[src/rtl/alu_pkg.sv]
// Shared definitions for the execute-stage ALU and its multiply/divide unit:
// operation encoding, FSM state encoding and a small op-class helper.
package alu_pkg;

    localparam logic [3:0] ALU_ADD   = 4'd0;
    localparam logic [3:0] ALU_SUB   = 4'd1;
    localparam logic [3:0] ALU_OR    = 4'd2;
    localparam logic [3:0] ALU_LUI   = 4'd3;
    localparam logic [3:0] ALU_AND   = 4'd4;
    localparam logic [3:0] ALU_XOR   = 4'd5;
    localparam logic [3:0] ALU_SLT   = 4'd6;
    localparam logic [3:0] ALU_SLTU  = 4'd7;
    localparam logic [3:0] ALU_NOR   = 4'd8;
    localparam logic [3:0] ALU_MULT  = 4'd9;
    localparam logic [3:0] ALU_MULTU = 4'd10;
    localparam logic [3:0] ALU_DIV   = 4'd11;
    localparam logic [3:0] ALU_DIVU  = 4'd12;
    localparam logic [3:0] ALU_MTHI  = 4'd13;
    localparam logic [3:0] ALU_MTLO  = 4'd14;

    typedef enum logic [1:0] {
        S_IDLE = 2'd0,
        S_RUN  = 2'd1,
        S_FIX  = 2'd2
    } mdu_state_t;

    // True for the ops that occupy the iterative unit for WIDTH+1 cycles.
    function automatic logic is_muldiv(input logic [3:0] op);
        return (op == ALU_MULT) || (op == ALU_MULTU) ||
               (op == ALU_DIV)  || (op == ALU_DIVU);
    endfunction

endpackage

[src/rtl/mdu_iter.sv]
// Iterative multiply/divide datapath: operand magnitudes are latched on load,
// one shift-add or restoring-subtract step runs per i_step cycle, and the
// sign-corrected HI/LO result is presented combinationally for the FIX cycle.
module mdu_iter
    import alu_pkg::*;
#(
    parameter int WIDTH = 32,
    parameter int CNT_W = $clog2(WIDTH) + 1
) (
    input  logic             clk,
    input  logic             rst_n,
    input  logic             i_load,
    input  logic             i_step,
    input  logic [WIDTH-1:0] i_a,
    input  logic [WIDTH-1:0] i_b,
    input  logic [3:0]       i_op,
    output logic             o_last,
    output logic [WIDTH-1:0] o_hi,
    output logic [WIDTH-1:0] o_lo
);

    // r_acc: upper product half / partial remainder
    // r_mq : multiplier shifting out / dividend shifting out, quotient in
    // r_md : multiplicand / divisor magnitude
    logic [WIDTH-1:0] r_acc;
    logic [WIDTH-1:0] r_mq;
    logic [WIDTH-1:0] r_md;
    logic [CNT_W-1:0] r_cnt;
    logic             r_is_div;
    logic             r_neg_p;   // product / quotient negative
    logic             r_neg_r;   // remainder negative (dividend sign)
    logic             r_dz;      // divisor was zero

    logic             w_signed;
    logic             w_div_op;
    logic             w_a_neg;
    logic             w_b_neg;
    logic [WIDTH-1:0] w_a_mag;
    logic [WIDTH-1:0] w_b_mag;
    logic [WIDTH:0]   w_madd;
    logic [WIDTH:0]   w_rsh;
    logic [WIDTH:0]   w_dsub;
    logic             w_qbit;
    logic [2*WIDTH-1:0] w_prod;

    // Operand decode for the load cycle and per-step arithmetic.
    always_comb begin
        w_signed = (i_op == ALU_MULT) || (i_op == ALU_DIV);
        w_div_op = (i_op == ALU_DIV)  || (i_op == ALU_DIVU);
        w_a_neg  = w_signed & i_a[WIDTH-1];
        w_b_neg  = w_signed & i_b[WIDTH-1];
        w_a_mag  = w_a_neg ? (~i_a + 1'b1) : i_a;
        w_b_mag  = w_b_neg ? (~i_b + 1'b1) : i_b;

        w_madd   = {1'b0, r_acc} + (r_mq[0] ? {1'b0, r_md} : '0);
        w_rsh    = {r_acc, r_mq[WIDTH-1]};
        // Partial remainder stays below the divisor, so bit WIDTH of the
        // difference is a clean borrow flag (and with a zero divisor every
        // step "succeeds", leaving quotient all ones and remainder = dividend).
        w_dsub   = w_rsh - {1'b0, r_md};
        w_qbit   = ~w_dsub[WIDTH];
    end

    // Load magnitudes/signs, then advance one iteration per step cycle.
    always_ff @(posedge clk or negedge rst_n) begin
        if (!rst_n) begin
            r_acc    <= '0;
            r_mq     <= '0;
            r_md     <= '0;
            r_cnt    <= '0;
            r_is_div <= 1'b0;
            r_neg_p  <= 1'b0;
            r_neg_r  <= 1'b0;
            r_dz     <= 1'b0;
        end else if (i_load) begin
            r_acc    <= '0;
            r_mq     <= w_a_mag;
            r_md     <= w_b_mag;
            r_cnt    <= '0;
            r_is_div <= w_div_op;
            r_neg_p  <= w_a_neg ^ w_b_neg;
            r_neg_r  <= w_a_neg;
            r_dz     <= (i_b == '0);
        end else if (i_step) begin
            r_cnt <= r_cnt + CNT_W'(1);
            if (r_is_div) begin
                r_acc <= w_qbit ? w_dsub[WIDTH-1:0] : w_rsh[WIDTH-1:0];
                r_mq  <= {r_mq[WIDTH-2:0], w_qbit};
            end else begin
                {r_acc, r_mq} <= {w_madd, r_mq[WIDTH-1:1]};
            end
        end
    end

    // Sign fix-up of the finished magnitudes into HI/LO form.
    always_comb begin
        o_last = (r_cnt == CNT_W'(WIDTH - 1));
        w_prod = {r_acc, r_mq};
        if (r_neg_p) begin
            w_prod = ~w_prod + 1'b1;
        end
        if (r_is_div) begin
            o_lo = r_dz ? '1 : (r_neg_p ? (~r_mq + 1'b1) : r_mq);
            o_hi = r_neg_r ? (~r_acc + 1'b1) : r_acc;
        end else begin
            o_hi = w_prod[2*WIDTH-1:WIDTH];
            o_lo = w_prod[WIDTH-1:0];
        end
    end

endmodule

[src/rtl/alu_mdu.sv]
// Execute-stage ALU: combinational arithmetic/logic result plus an iterative
// multiply/divide unit writing HI/LO, with a start/busy/done handshake used
// by the controller to stall the pipeline.
module alu_mdu
    import alu_pkg::*;
#(
    parameter int WIDTH = 32,
    parameter int CNT_W = $clog2(WIDTH) + 1
) (
    input  logic             clk,
    input  logic             rst_n,
    input  logic [WIDTH-1:0] a,
    input  logic [WIDTH-1:0] b,
    input  logic [3:0]       op,
    input  logic             start,
    output logic [WIDTH-1:0] aluout,
    output logic             zero,
    output logic             overflow,
    output logic             busy,
    output logic             done,
    output logic [WIDTH-1:0] hi,
    output logic [WIDTH-1:0] lo
);

    mdu_state_t       r_state;
    mdu_state_t       w_next;
    logic [WIDTH-1:0] r_hi;
    logic [WIDTH-1:0] r_lo;
    logic             r_done;

    logic             w_load;
    logic             w_step;
    logic             w_fix;
    logic             w_mthi;
    logic             w_mtlo;
    logic             w_last;
    logic [WIDTH-1:0] w_res_hi;
    logic [WIDTH-1:0] w_res_lo;

    logic [WIDTH-1:0] w_sum;
    logic [WIDTH-1:0] w_diff;
    logic [WIDTH-1:0] w_aluout;
    logic             w_ovf;

    // Combinational ALU result, independent of the multiply/divide unit.
    always_comb begin
        w_sum    = a + b;
        w_diff   = a - b;
        w_aluout = '0;
        w_ovf    = 1'b0;
        case (op)
            ALU_ADD: begin
                w_aluout = w_sum;
                w_ovf    = (a[WIDTH-1] == b[WIDTH-1]) && (w_sum[WIDTH-1] != a[WIDTH-1]);
            end
            ALU_SUB: begin
                w_aluout = w_diff;
                w_ovf    = (a[WIDTH-1] != b[WIDTH-1]) && (w_diff[WIDTH-1] != a[WIDTH-1]);
            end
            ALU_OR:   w_aluout = a | b;
            ALU_LUI:  w_aluout = {b[WIDTH/2-1:0], {(WIDTH/2){1'b0}}};
            ALU_AND:  w_aluout = a & b;
            ALU_XOR:  w_aluout = a ^ b;
            ALU_SLT:  w_aluout = {{(WIDTH-1){1'b0}}, ($signed(a) < $signed(b))};
            ALU_SLTU: w_aluout = {{(WIDTH-1){1'b0}}, (a < b)};
            ALU_NOR:  w_aluout = ~(a | b);
            default:  w_aluout = '0;
        endcase
    end

    // FSM state register.
    always_ff @(posedge clk or negedge rst_n) begin
        if (!rst_n) begin
            r_state <= S_IDLE;
        end else begin
            r_state <= w_next;
        end
    end

    // Next-state and control strobes; start is only honoured in IDLE.
    always_comb begin
        w_next = r_state;
        w_load = 1'b0;
        w_step = 1'b0;
        w_fix  = 1'b0;
        w_mthi = 1'b0;
        w_mtlo = 1'b0;
        case (r_state)
            S_IDLE: begin
                if (start) begin
                    if (is_muldiv(op)) begin
                        w_load = 1'b1;
                        w_next = S_RUN;
                    end
                    w_mthi = (op == ALU_MTHI);
                    w_mtlo = (op == ALU_MTLO);
                end
            end
            S_RUN: begin
                w_step = 1'b1;
                if (w_last) begin
                    w_next = S_FIX;
                end
            end
            S_FIX: begin
                w_fix  = 1'b1;
                w_next = S_IDLE;
            end
            default: w_next = S_IDLE;
        endcase
    end

    // HI/LO registers and the done pulse that accompanies a new result.
    always_ff @(posedge clk or negedge rst_n) begin
        if (!rst_n) begin
            r_hi   <= '0;
            r_lo   <= '0;
            r_done <= 1'b0;
        end else begin
            r_done <= w_fix;
            if (w_fix) begin
                r_hi <= w_res_hi;
                r_lo <= w_res_lo;
            end else begin
                if (w_mthi) r_hi <= a;
                if (w_mtlo) r_lo <= a;
            end
        end
    end

    mdu_iter #(
        .WIDTH (WIDTH),
        .CNT_W (CNT_W)
    ) u_mdu_iter (
        .clk    (clk),
        .rst_n  (rst_n),
        .i_load (w_load),
        .i_step (w_step),
        .i_a    (a),
        .i_b    (b),
        .i_op   (op),
        .o_last (w_last),
        .o_hi   (w_res_hi),
        .o_lo   (w_res_lo)
    );

    assign aluout   = w_aluout;
    assign zero     = (w_aluout == '0);
    assign overflow = w_ovf;
    assign busy     = (r_state != S_IDLE);
    assign done     = r_done;
    assign hi       = r_hi;
    assign lo       = r_lo;

endmodule
[config.mk]
export PLATFORM = sky130hd
export DESIGN_NAME = alu_mdu
export DESIGN_NICKNAME = d
export VERILOG_FILES = /design/src/rtl/alu_pkg.sv /design/src/rtl/mdu_iter.sv /design/src/rtl/alu_mdu.sv
export SDC_FILE = /design/constraint.sdc
export NUM_CORES = 1
export LEC_CHECK = 0
export BUFFER_PORTS_ARGS = -buffer_cell sky130_fd_sc_hd__clkbuf_2
export CORE_ASPECT_RATIO = 1.1
export CORE_MARGIN = 2
export CORE_UTILIZATION = 56
export CTS_CLUSTER_SIZE = 28
export DETAILED_ROUTE_END_ITERATION = 6
export PLACE_DENSITY = 0.75
export SLEW_MARGIN = 10
export SYNTH_ARGS = -nofsm -noshare
export SYNTH_HDL_FRONTEND = slang
export SYNTH_SLANG_ARGS = --single-unit
[constraint.sdc]
create_clock -name clk -period 4.3 [get_ports clk]
set_input_delay 0.645 -clock clk [delete_from_list [all_inputs] [get_ports clk]]
set_output_delay 0.645 -clock clk [all_outputs]
set_load 0.01 [all_outputs]
### Word level (Yosys, flattened, before mapping)

Index checks and enable logic that the tools add are counted.

* bits in registers: 173
* logic and storage cells: 114
* output and inout bits: 100
* input port bits: 71

* equality and inequality tests: 24
* mux-type cells: 37
* reductions and logical operators: 16
* $add $sub $neg: 10
* bitwise operators: 13
* order comparisons: 2

Operators by type and width (number)
* 2-to-1 mux 32 bit: 19
* case mux 32 bit (9 select lines): 1
* NOT 32 bit: 5
* adder 32 x 1 -> 32 bit, second input constant: 4
* adder 64 x 1 -> 64 bit, second input constant: 1
* logical NOT 32 bit: 2
* < comparator 32 bit: 2
* 2-to-1 mux 64 bit: 1
* NOT 64 bit: 1
* adder 32 x 33 -> 33 bit: 1
* subtractor 33 x 32 -> 33 bit: 1
* adder 32 bit: 1
* bitwise AND 32 bit: 1
* bitwise OR 32 bit: 1
* subtractor 32 bit: 1
* bitwise XOR 32 bit: 1
* equality test 4 bit, second input constant: 7
* equality test 4 x 3 -> 1 bit, second input constant: 4
* 2-to-1 mux 6 bit: 2
* 2-to-1 mux 1 bit: 9
* equality test 4 x 2 -> 1 bit, second input constant: 2
* nonzero test 2 bit: 4
* adder 6 x 1 -> 6 bit, second input constant: 1
* equality test 6 x 5 -> 1 bit, second input constant: 1
* other kinds (18): 29

### Longest topological paths before layout

Gate-level depths: netlist of run 1.

* depth in word-level cells: 8
* mapped depth: 16
* gate-level depth less buffers: 15

### Cells and area by module

A second synthesis of run 1 with hierarchy kept.

* cell total of the unflattened synthesis: 2821
* area total of the unflattened synthesis: 20387.1 um^2

By module, submodules not included
* mdu_iter: area an instance 11628.7 um^2, seq. area each 2652.5 um^2, instances 1, cells each 1589
* alu_mdu: area an instance 8758.4 um^2, seq. area each 1676.6 um^2, instances 1, cells each 1232

### Least setup slack after synthesis of run 1

Ideal clock, no wire load.

* path kind: input-to-output
* start: in a[0]
* end: out zero
* setup slack: -0.400 ns
* stages on the path: 13
* arrival time: 4.055 ns
* buffers on the path: 0
* data required time: 3.655 ns
* path through: ha_1 > fa_1 > a211oi_4 > o21ai_2 > a32o_1 > a2111oi_4 > or3_1 > o221ai_2 > o21a_1 > or4b_1 > nor4_2 > nand4bb_1 > nor4b_2

* elaborated cells on any way between the ends: 10
* classes of those cells: add/sub (2); order compare (2); mux (1); bitwise (4); reduce/logical (1)

RTL lines
* from (decl): RTL line alu_mdu.sv:12 `input logic [WIDTH-1:0] a,`
* subtractor 32 bit / adder 32 bit (equally long branches): RTL line alu_mdu.sv:48, alu_mdu.sv:47
* case mux 32 bit (9 select lines) *: RTL line alu_mdu.sv:51 `case (op)`
* net aluout[22]: RTL line alu_mdu.sv:16 `output logic [WIDTH-1:0] aluout,`
* logical NOT 32 bit *: RTL line alu_mdu.sv:148 `assign zero = (w_aluout == '0);`
* to (decl): RTL line alu_mdu.sv:17 `output logic zero,`

Mark *: on every way through the listed nets, which the timed path passes. The rest lies on a longest branch.

### Final worst setup path of run 1

* start: in b[0]
* end: out zero

* longest elaborated chain between the ends: 4
* elaborated cells on any way between the ends: 10
* classes of those cells: add/sub (2); order compare (2); mux (1); bitwise (4); reduce/logical (1)

Ends and longest elaborated chain
* from (decl): RTL line alu_mdu.sv:13 `input logic [WIDTH-1:0] b,`
* parallel branches: the longest is 2 deep, another holds subtractor 32 bit
* case mux 32 bit (9 select lines) *: RTL line alu_mdu.sv:51
* logical NOT 32 bit *: RTL line alu_mdu.sv:148

Mark *: on every way between the ends.

==> results of run 1 <==
[cell type report]
class,count,area (um^2)
multi-input combinational,2157,15100
fill,2712,9030
timing repair buffer,666,4840
sequential,173,4330
inverter,150,581
tap,444,556
clock buffer,17,425
clock inverter,15,206
timing repair inverter,1,7.51
antenna,1,2.50
[cell usage in the layout (no fill, tap or decap), types with 42 or more instances in the layout]
cell type / count
ha_1: 138
xor2_1: 77
clkbuf_2: 151
o211ai_1: 61
nand2_1: 295
buf_4: 474
mux2i_1: 65
dfrtp_1: 171
nor2_1: 207
o21ai_0: 224
nor3_1: 57
nand3_1: 51
a21o_1: 42
inv_1: 131
xnor2_1: 103
a21oi_1: 181
[worst register-to-register path: stages, from the launching register on]
cell	delay [ps]
dfrtp_2	510
clkinvlp_4	190
buf_4	140
ha_1	180
nor2b_1	280
nand4_1	200
or3_1	550
or4b_4	640
nand2_4	220
nand3_2	200
o31ai_1	450
xnor2_1	120
nand2_1	80
o21ai_0	150
[per-layer routing]
metal / share of wire (%) / vias to the layer above
li1: - / 10711
met1: 36 / 11436
met2: 43 / 1797
met3: 11 / 553
met4: 9.7 / 4
met5: 0.024 / -
[per-stage QoR]
step,hold slack [ps],util [%],cell area [um^2],total power [mW]
global route,287,74.2,26000,14.1
global placement,462,69.6,24400,10.6
finish,226,74.2,26000,13.3
CTS,290,73.4,25700,12.9
floorplan,349,-,19900,8.26
detailed placement,471,69.6,24400,10.9
[how the worst max path moves through the flow]
stage                       to  slack [ps]  cells after the start
after floorplan           zero        -140                     14
after detailed placement  zero       -1050                     17
after CTS                 zero        -800                     17
final                     zero        -820                     17
after global placement    zero        -970                     17
after global routing      zero        -980                     17
[what timing repair did]
item | in CTS | in global routing
gates cloned | 0 | 1
pin swaps | 39 | 36
setup buffers | 18 | 10
resized for setup | 126 | 64
endpoints found under the setup margin | 13 | 43
[power breakdown]
| part | switching (mW) | internal (mW) |
|---|---|---|
| registers | 0.853 | 2.15 |
| clock network | 0.802 | 0.890 |
| logic | 4.84 | 3.79 |
| total | 6.50 | 6.82 |
[flip-flops by register name (all words and copies together), names as in the netlist]
name and cells:
hi 32, u_mdu_iter.r_is_div 1, u_mdu_iter.r_acc 32, u_mdu_iter.r_neg_r 1
u_mdu_iter.r_dz 1, u_mdu_iter.r_cnt 6, u_mdu_iter.r_mq 32, r_state 2
u_mdu_iter.r_md 32, u_mdu_iter.r_neg_p 1, done 1, lo 32
[cells by family after synthesis]
group	synth area share, %
adders and majority gates	10.8
AOI/OAI and AO/OA	29.6
xor gates and xnor gates	7.93
buffers and inverters	5.84
DFF	21.8
muxes	3.49
and+or+nand+nor	20.5
==> metrics, run 1 <==
clk buf depth=2; nets@finish=3406; Required @ worst endpoint=around 3700 ps; met3 usage=~13%; Fmax achieved=just under 0.2 GHz; Startpoint Class=primary input; vias per cell=6.76; Max Cap Viol=0; DR WL/cell=25.4 um; Setup WS post-layout=-822 ps; Leak=around 12 nW; worst r2r src=u_mdu_iter.r_mq[0]; layout cells sized above 1=26.7%; Reg clk slew, reported paths=around 80 ps; antenna violations before repair=3; slowest stage delay, CP=~530 ps; Die Y=approximately 200 um; Die ar.=0.0370 mm^2; largest net degree at the start of global routing=roughly 110; CP max FO=3; delay-heaviest family, CP=simple AND/OR/NAND/NOR gates; WS Path Type=primary input to primary output; post-synthesis cell type count=94; worst path cell trace=clkbuf_16 > buf_6 > ha_4 > fa_2 > a211oi_4 > buf_4 > o21ai_4 > a32o_2 > a2111oi_4 > or3_1 > o221ai_2 > o21a_1 > or4b_4 > nor4_4 > nand4bb_1 > nor4b_2 > buf_2; sequential area share after synthesis=a little over a fifth; Num CTS Buffers=17; Layout area overhead=30.9%; drt pass-1 iters=6; core area=0.0350 mm^2; R2R Setup Slk=~190 ps; DP HPWL=between 70000 and 80000 um; Root Driver=clkbuf_16; cell type with the largest total area after synthesis=dfrtp_1; power per cell area=512 mW/mm^2; R2R depth=13; RSZ-0062 raised after global routing=yes; H-tree Lvls=4; GRT overflow=0; crit path time final=5120 ps; via count=~25000; GR peak layer=met2; Min-Delay Path Class=primary input to asynchronous set/reset pin; Worst Path Buf+Inv=4; grt met2 use=roughly three quarters; ys flop type=dfrtp_1; Slew Limit Fails=0; Setup TNS=-2730 ps; worst flop-to-flop path endpoint=hi[28]; final hold violations=0; CTS Sinks=roughly 170; Cells after DPL=~3600; peak supply drop=between 0.4 and 0.5 mV; failing checks=setup timing; Starting Density=about 57%; num rows=just over 70; critical path arrival=approximately 4500 ps; Non-Filler Instances=3624; FF+latch count, synth=between 150 and 200; crit end category=primary output; clk_skew=approximately 19 ps; Synth top area share=between 20% and 30%; CTS tree=done; Routability Congestion=1.08; Die Wd=around 180 um; pre-CTS setup slack=-1050 ps; most common cell in the netlist=nand2_1; syn_area_per_cell=roughly 7.5 um^2; # hold bufs at CTS=0; worst skew pair latency=approximately 480 ps; setup violators final=9; M1 GR Usage=approximately 58%; fin crit share=119%; first-pass GRT wire length=~140000 um; CP max-delay cell=or4b_4; Top Ports=approximately 170; Routed WL=slightly above 90000 um; Post-synth top cells=297 x nand2_1, 237 x o21ai_0, 214 x nor2_1; Port Buffers=170; relative slew slack=~20%; Cells after Synth=roughly 2600; DRC viols=0; GRT Util Overall=a little under 50%; number of global-route vias before repair=between 20000 and 25000; ys async rst share=100%; Post-synth EDFFs=0; synthesis warning total=0; synth top area cells=dfrtp_1 22%, ha_1 10%, o21ai_0 6.0%; worst-margin pin slew=between 1000 and 1500 ps; Routed Antenna Nets=0; CP Launch Point=b[0]; outcome=complete, but fails checks; DR iter-0 viols=between 3000 and 4000; syn_nets=between 2000 and 3000; cell area after synthesis=between 0.015 and 0.02 mm^2
Power figures use the tool's default switching activity.
==> inputs of run 2 (changes only) <==
--- a/config.mk
+++ b/config.mk
@@ -11,6 +11,7 @@
 export CORE_UTILIZATION = 56
 export CTS_CLUSTER_SIZE = 28
 export DETAILED_ROUTE_END_ITERATION = 6
+export MAX_ROUTING_LAYER = met4
 export PLACE_DENSITY = 0.75
 export SLEW_MARGIN = 10
 export SYNTH_ARGS = -nofsm -noshare
==> run 2 against run 1 <==
The run ends with DRC, setup timing left. First-iteration DRC count is 6.9% lower. Utilization is 0.52 points higher. Clock-buffer cell count stayed put. Clock skew is 5.5 ps lower. Setup slack worse by 41 ps.
==> metrics, run 2 (same netlist as run 1, synthesis figures left out) <==
CTS tree=done (unchanged); Die Wd=184 um (unchanged); GRT overflow=0 (unchanged); Slew Limit Fails=0 (unchanged); worst skew pair latency=470 ps (was 480 ps); power per cell area=503 mW/mm^2 (was 512 mW/mm^2); Root Driver=clkbuf_16 (unchanged); # hold bufs at CTS=0 (unchanged); delay-heaviest family, CP=simple AND/OR/NAND/NOR gates (unchanged); GRT Util Overall=50.0% (was 48.8%); Top Ports=171 (unchanged); num rows=72 (unchanged); DR iter-0 viols=3124 (was 3355); DR WL/cell=25.1 um (was 25.4 um); Routed WL=91400 um (was 92000 um); Reg clk slew, reported paths=70 ps (was 80 ps); Setup WS post-layout=-863 ps (was -822 ps); DP HPWL=70000 um (was 70300 um); Max Cap Viol=0 (unchanged); CP max FO=3 (unchanged); drt pass-1 iters=7 (was 6); outcome=complete, but fails checks (unchanged); Starting Density=56.7% (unchanged); DRC viols=13 (was 0); WS Path Type=primary input to primary output (unchanged); design area=0.0262 mm^2 (was 0.0260 mm^2); leading cell type in the layout, fill and taps excluded=buf_4 (unchanged); fin crit share=120% (was 119%); Hold WS=212 ps (was 226 ps); via count=24678 (was 24501); clk buf depth=2 (unchanged); final hold violations=0 (unchanged); Startpoint Class=primary input (unchanged); Die Y=202 um (unchanged); largest net degree at the start of global routing=124 (was 107); Required @ worst endpoint=3650 ps (about the same); nets@finish=3427 (was 3406); Worst Path Buf+Inv=3 (was 4); CP max-delay cell=or4_1 (was or4b_4); Layout area overhead=31.8% (was 30.9%); first-pass GRT wire length=138000 um (about the same); Num CTS Buffers=17 (unchanged); H-tree Lvls=4 (unchanged); most frequent cells in the layout=498 x buf_4, 294 x nand2_1, 223 x o21ai_0 (was 474 x buf_4, 295 x nand2_1, 224 x o21ai_0); Leak=12.1 nW (was 12.0 nW); crit path time final=5160 ps (was 5120 ps); relative slew slack=23.2% (was 20.2%); worst-margin pin slew=1140 ps (was 1190 ps); vias per cell=6.77 (was 6.76); worst path cell trace=clkbuf_2 > buf_4 > ha_1 > a21oi_1 > o31ai_1 > or3_1 > o211ai_1 > a211oi_1 > o22ai_2 > or4_1 > nor4_4 > nand4bb_1 > nor4b_2 > buf_2 (was clkbuf_16 > buf_6 > ha_4 > fa_2 > a211oi_4 > buf_4 > o21ai_4 > a32o_2 > a2111oi_4 > or3_1 > o221ai_2 > o21a_1 > or4b_4 > nor4_4 > nand4bb_1 > nor4b_2 > buf_2); Placed Area=0.0245 mm^2 (was 0.0244 mm^2); Min-Delay Path Class=primary input to asynchronous set/reset pin (unchanged); Die ar.=0.0370 mm^2 (unchanged); Fmax achieved=0.194 GHz (was 0.195 GHz); peak supply drop=0.356 mV (was 0.417 mV); failing checks=DRC, setup timing (was setup timing); number of global-route vias before repair=23932 (was 24060); Port Buffers=170 (unchanged); fillers=2663 (was 2712); core area=0.0350 mm^2 (unchanged); critical path arrival=4520 ps (was 4480 ps); worst r2r src=u_mdu_iter.r_mq[31] (was u_mdu_iter.r_mq[0]); layout cells sized above 1=27.7% (was 26.7%); antenna violations before repair=1 (was 3); CTS Sinks=173 (unchanged); clk_skew=13.7 ps (was 19.1 ps); setup violators final=10 (was 9); Routability Congestion=1.09 (was 1.08); CP Launch Point=a[17] (was b[0]); slowest stage delay, CP=570 ps (was 530 ps); Routed Antenna Nets=0 (unchanged); RSZ-0062 raised after global routing=yes (unchanged); crit end category=primary output (unchanged)
[run 2: cell count changes in the layout (fill, tap and decap cells not counted), moves of 4 or more]
| cell | change |
|---|---|
| ha_2 | -4 |
| buf_12 | -4 |
| inv_1 | +4 |
| a21oi_2 | +4 |
| ha_4 | +5 |
| buf_4 | +24 |
| nor2b_2 | +4 |
[run 2: cell type report]
type,instances,area (um^2),area share [%]
Tap cell,444,556,2.12
Timing Repair Buffer,688,4940,18.9
Clock buffer,17,425,1.62
Inverter,150,572,2.18
Clock inverter,15,208,0.793
Antenna cell,1,2.50,0.00955
Sequential cell,173,4330,16.5
Multi-Input combinational cell,2157,15200,57.9
[run 2: final timing paths]
| check | slack (ps) | end | depth (start not counted) |
|---|---|---|---|
| hold / removal | 210 | lo[15] | 1 |
| hold reg to reg | 480 | u_mdu_iter.r_md[12] | 2 |
| setup reg to reg | 220 | u_mdu_iter.r_acc[29] | 19 |
| min in group clk | 480 | u_mdu_iter.r_md[12] | 2 |
| setup / recovery | -860 | zero | 14 |
| max in group asynchronous | 3060 | u_mdu_iter.r_is_div | 2 |
[run 2: routing by layer]
layer | global-route usage [%] | share of wire [%] | vias to the layer above | wire (um)
li1 | - | - | 10756 | -
met1 | 57.7 | 36 | 11512 | 32800
met2 | 76.4 | 44 | 1842 | 39900
met3 | 10.4 | 11 | 568 | 9620
met4 | 37.5 | 9.9 | 0 | 9050
met5 | - | 0 | - | 0
[run 2: per-stage QoR]
stage               total power [mW]  setup WS (ps)  utilization (%)  TNS (ps)  std cells
finish                          13.2           -863             74.7     -2960       3645
global route                    14.0           -828             74.7     -3500       3645
detailed placement              10.9          -1060             69.8     -4650       3576
global placement                10.6          -1020             69.8     -4390       3576
floorplan                       8.26           -144                -      -144       2634
CTS                             12.8           -795             73.5     -2500       3633
[run 2: report_power, final]
part	internal, mW	leakage (nW)	switching [mW]	total (mW)
Sequential	2.15	2.08	0.809	2.96
Combinational	3.78	9.76	4.73	8.51
Clock	0.937	0.305	0.772	1.71
[run 2: repair_timing]
action / in CTS / in global routing
endpoints found under the setup margin: 12 / 40
setup buffers: 28 / 17
cloned: 0 / 0
pin swaps: 37 / 57
gates resized for setup: 90 / 106
